<file path="src/rtl/seed_lfsr_noise_gen.sv">
// Seed-driven Galois LFSR noise source.
// Debounces the software seed register, stages each new value, reloads the
// LFSR on the next pipeline sync and emits OUT_BITS noise bits per enabled
// cycle, with sync_out aligned to the first sample of a reseeded sequence.
module seed_lfsr_noise_gen #(
  parameter int unsigned             LFSR_WIDTH    = 32,
  parameter logic [LFSR_WIDTH-1:0]   TAPS          = 32'h80200003,
  parameter int unsigned             OUT_BITS      = 8,
  parameter int unsigned             STABLE_CYCLES = 4
) (
  input  logic                  user_clk,
  input  logic                  user_rst,
  input  logic [LFSR_WIDTH-1:0] seed_data,
  input  logic                  sync_in,
  input  logic                  en,
  output logic [OUT_BITS-1:0]   noise_out,
  output logic                  noise_valid,
  output logic                  sync_out,
  output logic                  seed_pending,
  output logic [15:0]           seed_loads
);

  // One extra bit so the counter cannot wrap back to the capture value.
  localparam int unsigned CNT_W = $clog2(STABLE_CYCLES) + 1;

  typedef enum logic {IDLE, RUN} mode_t;

  mode_t                 r_mode;
  mode_t                 w_mode_nxt;
  logic [LFSR_WIDTH-1:0] r_seed_q;
  logic [CNT_W-1:0]      r_stab_cnt;
  logic                  r_captured;
  logic [LFSR_WIDTH-1:0] r_staged;
  logic                  r_pending;
  logic [LFSR_WIDTH-1:0] r_lfsr;
  logic [OUT_BITS-1:0]   r_noise;
  logic                  r_valid;
  logic [15:0]           r_loads;
  logic                  r_sync_d1;
  logic                  r_sync_d2;

  logic                  w_seed_eq;
  logic                  w_capture;
  logic                  w_load;
  logic                  w_advance;
  logic [LFSR_WIDTH-1:0] w_load_val;
  logic [LFSR_WIDTH-1:0] w_lfsr_step;

  // Unrolled OUT_BITS-step Galois advance, single combinational stage.
  function automatic logic [LFSR_WIDTH-1:0] f_step(input logic [LFSR_WIDTH-1:0] s);
    logic [LFSR_WIDTH-1:0] v;
    v = s;
    for (int unsigned i = 0; i < OUT_BITS; i++) begin
      v = (v >> 1) ^ (v[0] ? TAPS : '0);
    end
    return v;
  endfunction

  assign w_seed_eq   = (seed_data == r_seed_q);
  assign w_capture   = w_seed_eq && !r_captured &&
                       (r_stab_cnt == CNT_W'(STABLE_CYCLES - 1));
  assign w_load      = sync_in && r_pending;
  assign w_load_val  = (r_staged == '0) ? LFSR_WIDTH'(1) : r_staged;
  assign w_lfsr_step = f_step(r_lfsr);

  // Mode register.
  always_ff @(posedge user_clk) begin
    if (user_rst) r_mode <= IDLE;
    else          r_mode <= w_mode_nxt;
  end

  // Next mode and advance qualifier; a load always wins over an advance.
  always_comb begin
    w_mode_nxt = r_mode;
    w_advance  = 1'b0;
    if (w_load) begin
      w_mode_nxt = RUN;
    end else if (r_mode == RUN && en) begin
      w_advance = 1'b1;
    end
  end

  // Seed debounce: count consecutive equal samples, capture each value once.
  always_ff @(posedge user_clk) begin
    if (user_rst) begin
      r_seed_q   <= '0;
      r_stab_cnt <= '0;
      r_captured <= 1'b0;
    end else begin
      r_seed_q <= seed_data;
      if (!w_seed_eq) begin
        r_stab_cnt <= '0;
        r_captured <= 1'b0;
      end else if (!r_captured) begin
        r_stab_cnt <= r_stab_cnt + CNT_W'(1);
      end
      if (w_capture) r_captured <= 1'b1;
    end
  end

  // Staging: a capture coinciding with a load keeps the new seed pending,
  // while the load itself consumes the previously staged value.
  always_ff @(posedge user_clk) begin
    if (user_rst) begin
      r_staged  <= '0;
      r_pending <= 1'b0;
    end else begin
      if (w_capture) begin
        r_staged  <= seed_data;
        r_pending <= 1'b1;
      end else if (w_load) begin
        r_pending <= 1'b0;
      end
    end
  end

  // LFSR state, noise sample and reload counter.
  always_ff @(posedge user_clk) begin
    if (user_rst) begin
      r_lfsr  <= '0;
      r_noise <= '0;
      r_valid <= 1'b0;
      r_loads <= '0;
    end else begin
      r_valid <= 1'b0;
      if (w_load) begin
        r_lfsr  <= w_load_val;
        r_loads <= r_loads + 16'd1;
      end else if (w_advance) begin
        r_noise <= r_lfsr[OUT_BITS-1:0];
        r_valid <= 1'b1;
        r_lfsr  <= w_lfsr_step;
      end
    end
  end

  // Two-stage sync delay, lining up with the first post-reload sample.
  always_ff @(posedge user_clk) begin
    if (user_rst) begin
      r_sync_d1 <= 1'b0;
      r_sync_d2 <= 1'b0;
    end else begin
      r_sync_d1 <= sync_in;
      r_sync_d2 <= r_sync_d1;
    end
  end

  assign noise_out    = r_noise;
  assign noise_valid  = r_valid;
  assign sync_out     = r_sync_d2;
  assign seed_pending = r_pending;
  assign seed_loads   = r_loads;

endmodule

</file>
<file path="config.mk">
export PLATFORM = sky130hd
export DESIGN_NAME = seed_lfsr_noise_gen
export DESIGN_NICKNAME = d
export VERILOG_FILES = /design/src/rtl/seed_lfsr_noise_gen.sv
export SDC_FILE = /design/constraint.sdc
export NUM_CORES = 1
export LEC_CHECK = 0
export CORE_ASPECT_RATIO = 0.7
export CORE_MARGIN = 2
export CORE_UTILIZATION = 39
export DETAILED_ROUTE_END_ITERATION = 8
export GPL_TIMING_DRIVEN = 0
export PLACE_DENSITY = 0.61
export SYNTH_ARGS = -nofsm -noshare
export SYNTH_HDL_FRONTEND = slang
export SYNTH_SLANG_ARGS = --single-unit
</file>
<file path="constraint.sdc">
create_clock -name user_clk -period 3.84 [get_ports user_clk]
set_input_delay 0.384 -clock user_clk [delete_from_list [all_inputs] [get_ports user_clk]]
set_output_delay 0.384 -clock user_clk [all_outputs]
set_load 0.03 [all_outputs]
</file>
### Word-level counts from Yosys, hierarchy flattened

Cells that the tools add are included.

* $add $sub $neg: 2
* equal/unequal tests: 3
* muxes and demuxes: 18
* bitwise gates (word level): 10
* reduce and logical (&&, ||, !) cells: 11

Operator list (number)
* 32-bit two-way mux: 11
* 31-bit by 32-bit bitwise XOR with 32-bit output: 8
* 32-bit equality test: 1
* 32-bit zero test: 1
* 16-bit by 1-bit adder with 16-bit output, second input constant: 1
* 1-bit two-way mux: 7
* 1-bit logical AND: 4
* 2-bit nonzero test: 2
* 2-bit OR reduction: 2
* 3-bit by 1-bit adder with 3-bit output, second input constant: 1
* 3-bit by 2-bit equality test with 1-bit output, second input constant: 1
* 2-bit by 1-bit != test with 1-bit output, second input constant: 1
* 1-bit inverter: 2
* 2-bit AND reduction: 1
* 1-bit zero test: 1

* register bits after elaboration: 129
* input port bits: 36
* output and inout port bits: 27
* logic and storage cells: 56

### Logic depth before layout (Yosys ltp)

Gate-level depths: netlist of run 1.

* depth after elaboration: 18
* depth in mapped cells: 6
* gate-level depth less buffers: 6

### Worst setup path before layout of run 1

No wires, ideal clock.

* kind: input port to flip-flop
* start point: input seed_data[20]
* end point: register r_staged[0]
* library setup time: 0.123 ns
* data arrival time: 1.733 ns
* required time: 3.717 ns
* setup slack: 1.983 ns
* cell stages on the path: 6
* buffers on the path: 1
* path through: xnor2_1 -> nand4_1 -> nor4_1 -> nand4b_1 -> buf_2 -> mux2_1

* word-level cells in the longest chain between the ends: 3

Ends and longest elaborated chain
* from (decl): RTL line 13 `input logic [LFSR_WIDTH-1:0] seed_data,`
* 32-bit equality test: RTL line 59 `assign w_seed_eq = (seed_data == r_seed_q);`
* 1-bit logical AND (2 in a row): RTL line 60 `assign w_capture = w_seed_eq && !r_captured &&`
* to (signal assigned): RTL line 109 `r_staged <= seed_data;`
* to (decl): RTL line 33 `logic [LFSR_WIDTH-1:0] r_staged;`

No other way between the ends.
A chain may end at the register's enable or synchronous reset.

### Worst setup path in the final report of run 1

* start point: input seed_data[18]
* end point: register r_staged[3]

The elaborated chain is that of the path after synthesis.

==> summary.txt, run 1 <==
Global route
  • Vias in the first global route: 4366
  • Gr ovfl total: 0
  • All-Layer GR Usage: 20.2%
  • Initial antenna violation count: 0
  • Global-route wire length before repair: 23100 um
  • Largest net degree at the start of global routing: 17

Setup path
  • CP required: around 4.1 ns
  • CP max-delay cell: nor4_1
  • Critical path arrival: around 2.7 ns
  • Setup CP Type: input port to flop
  • R2R Setup Slk: 1.57 ns
  • CP Launch Type: input port
  • Critical Path, Cell by Cell: clkdlybuf4s50_1 -> xnor2_1 -> nand4_1 -> nor4_1 -> nand4b_1 -> buf_2 -> mux2_1
  • Slowest stage delay, CP: approximately 0.46 ns
  • Buffers and inverters on the worst path: 2
  • Worst-path fanout max: 10
  • Delay-heaviest family, CP: simple AND/OR/NAND/NOR gates
  • Setup crit end kind: flop

Power
  • Sw frac: 21.3%
  • Sw power: 0.000652 W
  • Pleak: 2.55 nW
  • P_int: 0.00241 W
  • Part of the power in the clock network: 51.0%
  • Reg power frac: 44.7%
  • Combinational Power Share: under 10%
  • Pwr/cell area: 447 nW/um^2
  • VDD IR max: 0.000310 V

STA
  • Minimum clock period: 2.40 ns
  • Worst setup margin: roughly 1.4 ns
  • Pins over their slew limit: 0
  • Setup violators final: 0
  • TNS Setup: 0 ns
  • Worst rel slew slack: 50.7%
  • Peak Freq: 416 MHz
  • Final hold viol count: 0
  • Clock tree skew after final layout: 0.00677 ns
  • Fin crit share: between 60% and 70%
  • RSZ-0062 raised after global routing: false
  • Worst hold slack: 0.436 ns
  • Worst slew pin tran: 0.734 ns

Detailed routing
  • Antenna Nets Post-Route: 0
  • Starting DRT DRC Count: 301
  • Final wirelength: 14200 um
  • WL met3: 864 um
  • Metal2 WL: 6190 um
  • Via count: 4306
  • # DRC: 0
  • Top Layer Used: met4
  • Post-DR wirelength/cell: 16.6 um
  • Drt pass-1 iters: 5
  • Met1 WL: 6970 um
  • Via/cell ratio: 5.05

Logic synthesis
  • Yosys top cell area share: 47.6%
  • Post-Syn Nets: around 610
  • Yosys reg bits: 129
  • Synth area leader: dfxtp_1
  • Top_reg_cell synth: dfxtp_1
  • Sequential element share of the synthesized area: between 40% and 50%
  • Yosys warns: 0
  • Main area contributors after synthesis: dfxtp_1, xnor2_1, nor2b_1
  • Most common cell in the synthesized netlist: dfxtp_1
  • Mapped Area: between 5000 and 6000 um^2
  • Mean post-synth cell area: 9.52 um^2
  • Post-synth top cells: dfxtp_1, nand2_1, nor2b_1
  • Post-synth cell types: 40
  • Async set or reset register ratio after synthesis: 0%
  • Syn Inst Count: 570
  • EDFF count, synth: 0

Finish
  • Nets: 689
  • Post-layout util: about half
  • Antenna Diode Count: 0
  • Finished Layout Cells: 852
  • Layout cells sized above 1: 6.50%
  • Area delta synth->final: 26.2%

Placement
  • Setup WS pre-CTS: 0.993 ns
  • Gpl congestion: between 0.8 and 0.9
  • Hpwl dp: 10400 um
  • Placed insts: between 800 and 900
  • Port Buf Inserts: 61

Job
  • Max Cap Viol: 0

CTS
  • CTS H-tree depth: 4
  • CTS buffer count: 17
  • Post-CTS Setup Bufs: 0
  • Clock-pin slew on the worst setup and hold paths: approximately 0.060 ns
  • CTS root buffer: clkbuf_16
  • Skew-Pair Late Insertion Delay: 0.42 ns
  • Post_cts resized: 0
  • Cts hold-fix bufs: 0
  • Clock Path Buffers: 2
  • CTS tree: yes
  • Clk sink count: roughly 130

Floorplanning
  • Initial Utilization: 39.5%
  • IO Count: 63
  • Core Region: roughly 14000 um^2
  • Row Count: 36
  • Die Height: 103 um
  • Die X: between 100 and 150 um
  • Full die area: around 15000 um^2

Outcome
  • Outcome: finished, final reports clean

Worst hold path
  • Hold Path Class: flop to flop
-- sequential cells by signal (all words and copies together), names as in the netlist --
signal	cells
noise_out	8
noise_valid	1
r_captured	1
r_lfsr	32
r_mode	1
r_seed_q	32
r_stab_cnt	3
r_staged	32
r_sync_d1	1
seed_loads	16
seed_pending	1
sync_out	1
-- kinds of logic after synthesis --
family,count (synthesis),share of synthesized area (%)
adder cells (fa/ha/maj),3,0.692
flip-flops,129,47.6
XOR/XNOR,68,12.6
buffers and inverters,37,2.93
multiplexers,33,6.78
AND/OR/NAND/NOR,243,22.1
AO/OA/AOI/OAI,57,7.34
-- cell usage in the layout (no fill, tap or decap), types with 2 or more instances in the layout --
cell type	netlist	routed
dfxtp_1	129	129
nand2_1	69	69
nor2b_1	62	62
clkdlybuf4s50_1	0	61
nor2_1	60	60
xnor2_1	46	46
clkbuf_1	26	28
mux2_1	27	27
a21oi_1	22	22
a311oi_1	17	17
clkbuf_16	0	17
xor2_1	15	15
nand4_1	13	13
nor4_1	11	11
nand3_1	6	6
nand2b_1	5	5
inv_1	4	4
buf_2	4	4
a211oi_1	4	4
nor3_1	4	4
o21ai_0	4	4
clkinv_2	0	4
or3_1	3	3
xnor3_1	3	3
o211ai_1	3	3
and4_1	3	3
mux2i_1	3	3
mux2_2	3	3
ha_1	3	3
clkinvlp_4	0	3
buf_6	2	2
xnor2_2	2	2
and2_1	2	2
or2_1	2	2
a211oi_2	2	2
o22ai_1	2	2
o211a_1	2	2
clkbuf_8	0	2
bufinv_16	0	2
-- layer usage --
metal | global-route usage (%) | up-vias
li1 | - | 2080
met1 | 28.1 | 2083
met5 | 0 | -
met4 | 6.85 | 0
met3 | 4.56 | 19
met2 | 31.4 | 124
-- path summary, 6_finish.rpt --
| kind | start | endpoint | depth (start not counted) |
|---|---|---|---|
| worst max-delay path | seed_data[18] | r_staged[3]$_SDFFE_PP0P_ | 7 |
| worst min-delay path | r_sync_d1$_SDFF_PP0_ | sync_out$_SDFF_PP0_ | 1 |
| worst max register to register | r_seed_q[3]$_SDFF_PP0_ | r_staged[3]$_SDFFE_PP0P_ | 6 |
| worst min register to register | r_sync_d1$_SDFF_PP0_ | sync_out$_SDFF_PP0_ | 1 |
-- metrics by stage --
stage | power, W | instance area, um^2
after floorplan | 0.00146 | 5420
after global placement | 0.00153 | 6270
after detailed placement | 0.00153 | 6270
after CTS | 0.00308 | 6840
after global routing | 0.00316 | 6840
final | 0.00306 | 6840
-- power groups by stage --
stage / Sequential, W / Clock (W) / Combinational, W
floorplan: 0.00139 / 0 / 0.0000639
global placement: 0.00139 / 0 / 0.000132
detailed placement: 0.00139 / 0 / 0.000133
CTS: 0.00137 / 0.00158 / 0.000135
global route: 0.00137 / 0.00165 / 0.000146
finish: 0.00137 / 0.00156 / 0.000134
-- final cells by class --
class | count | area [um^2]
sequential | 129 | 2580
buffer | 33 | 144
clock buffer | 21 | 460
multi-input combinational | 404 | 2680
fill | 1310 | 6890
inverter | 4 | 15.0
timing repair buffer | 61 | 611
tap | 190 | 238
clock inverter | 10 | 111
-- worst reg2reg max path: stages, from the launching register on --
cell and delay, ns:
dfxtp_1 0.31, xnor2_1 0.26, nand4_1 0.13, nor4_1 0.42
nand4b_1 0.35, buf_2 0.34, mux2_1 0.35
(Power assumes the default switching activity.)
==> run 2, diff against run 1 <==
==> constraint.sdc (replaced) <==
create_clock -name user_clk -period 2.27 [get_ports user_clk]
set_input_delay 0.227 -clock user_clk [delete_from_list [all_inputs] [get_ports user_clk]]
set_output_delay 0.227 -clock user_clk [all_outputs]
set_load 0.03 [all_outputs]
==> summary.txt, run 2 (synthesized netlist as in run 1, its figures left out) <==
CTS
  • Clock Path Buffers: 2
  • CTS tree: yes
  • Skew-Pair Late Insertion Delay: 0.41 ns
  • Cts hold-fix bufs: 0
  • CTS H-tree depth: 4
  • Clock-pin slew on the worst setup and hold paths: 0.06 ns
  • CTS root buffer: clkbuf_16
  • Clk sink count: 129
  • CTS buffer count: 17

Power
  • Pwr/cell area: about 750 nW/um^2
  • Pleak: 2.57 nW
  • VDD IR max: about 0.00052 V
  • Tot Pwr: between 0.005 and 0.006 W

STA
  • Peak Freq: 469 MHz
  • Worst rel slew slack: just under 50%
  • Fin crit share: 94.0%
  • Pins over their slew limit: 0
  • Worst slew pin tran: ~0.75 ns
  • Minimum clock period: 2.13 ns
  • Final hold viol count: 0
  • Clock tree skew after final layout: 0.00671 ns
  • Setup violators final: 0

Detailed routing
  • Via count: between 4000 and 5000
  • Drt pass-1 iters: 5
  • Via/cell ratio: 5.08
  • Starting DRT DRC Count: between 200 and 300
  • Final wirelength: approximately 14000 um
  • # DRC: 0
  • Antenna Nets Post-Route: 0
  • Post-DR wirelength/cell: 16.7 um

Floorplanning
  • Die X: 145 um
  • Initial Utilization: 39.5%
  • IO Count: 63
  • Row Count: 36
  • Core Region: 13700 um^2
  • Full die area: 14900 um^2
  • Die Height: 103 um

Finish
  • Most common cell after layout, fill and taps aside: dfxtp_1
  • FILL cells: 1312
  • Commonest non-fill, non-tap cells in the layout: dfxtp_1, nand2_1, nor2b_1, clkdlybuf4s50_1, nor2_1
  • Layout cells sized above 1: 7.23%
  • Antenna Diode Count: 0
  • Finished Layout Cells: 854
  • Nets: 691
  • Area delta synth->final: 26.9%
  • Top Registers: r_lfsr (32), r_seed_q (32), r_staged (32)

Setup path
  • Critical path arrival: 2.43 ns
  • CP max-delay cell: nor4_2
  • Slowest stage delay, CP: 0.40 ns
  • Setup CP Type: flop to flop
  • CP Launch Type: flop
  • Buffers and inverters on the worst path: 1
  • Critical Path, Cell by Cell: xnor2_1 -> nand4_1 -> nor4_2 -> nand4b_1 -> clkbuf_4 -> mux2_1
  • Delay-heaviest family, CP: simple AND/OR/NAND/NOR gates
  • Setup crit end kind: flop
  • Worst-path fanout max: 10
  • CP required: ~2.6 ns

Global route
  • All-Layer GR Usage: between 20% and 30%
  • Gr ovfl total: 0
  • Global-route wire length before repair: between 20000 and 25000 um
  • Vias in the first global route: ~4400
  • Largest net degree at the start of global routing: 17
  • Initial antenna violation count: 0

Worst hold path
  • Hold Path Class: input port to flop

Placement
  • Port Buf Inserts: roughly 60
  • Hpwl dp: 10400 um
  • Gpl congestion: 0.893
  • Placed insts: 821

Job
  • Max Cap Viol: 0

Outcome
  • Outcome: finished, final reports clean
[run 2: worst register-to-register path: stages (launching register included)]
cell and delay [ns]:
dfxtp_1 0.31, xnor2_1 0.19, nand4_1 0.16, nor4_2 0.40, nand4b_1 0.29, clkbuf_4 0.32, mux2_1 0.34
[run 2: where the power goes]
group	internal [W]	switching (W)	total, W
clock	0.00166	0.000981	0.00264
sequential	0.00230	0.0000134	0.00231
combinational	0.000116	0.000113	0.000228
total	0.00407	0.00111	0.00518
[run 2: cell type report]
type,instances,area (um^2),share of cell area (%)
Inverter,4,15.0,0.218
Multi-Input combinational cell,404,2700,39.3
Sequential cell,129,2580,37.5
Clock buffer,21,460,6.69
Tap cell,190,238,3.45
Clock inverter,10,111,1.62
Buffer,33,146,2.13
Timing Repair Buffer,63,626,9.09
[run 2: path summary, 6_finish.rpt]
check,start,to,slack (ns),cells after the start
setup / recovery,r_seed_q[0]$_SDFF_PP0_,r_staged[3]$_SDFFE_PP0P_,0.14,6
hold / removal,user_rst,r_seed_q[29]$_SDFF_PP0_,0.31,2
hold reg to reg,r_sync_d1$_SDFF_PP0_,sync_out$_SDFF_PP0_,0.44,1
setup reg to reg,r_seed_q[0]$_SDFF_PP0_,r_staged[3]$_SDFFE_PP0P_,0.14,6
[run 2: stage by stage]
| stage | utilization, % | hold slack, ns | setup TNS (ns) | setup slack, ns | area [um^2] |
|---|---|---|---|---|---|
| global route | 50.1 | 0.342 | -0.0124 | -0.00789 | 6880 |
| detailed placement | 45.7 | 0.436 | -11.65 | -0.420 | 6270 |
| CTS | 49.9 | 0.292 | 0 | 0.00871 | 6850 |
| finish | 50.1 | 0.308 | 0 | 0.136 | 6880 |
| global placement | 45.7 | 0.437 | -11.67 | -0.408 | 6270 |
| floorplan | - | 0.347 | 0 | 0.501 | 5420 |
[run 2: layer usage]
metal	up-vias	part of all wire (%)	wire, um	GRT usage, %
li1	2093	-	-	-
met1	2110	49	6930	28.0
met2	122	44	6230	31.4
met3	15	6.5	923	4.56
met4	0	1.1	156	6.85
met5	-	0	0	0
[run 2: timing repair]
item                       CTS  global route
setup endpoints to repair    3            30
pin swaps                    0             2
setup buffers                0             2
gates resized for setup      1             3
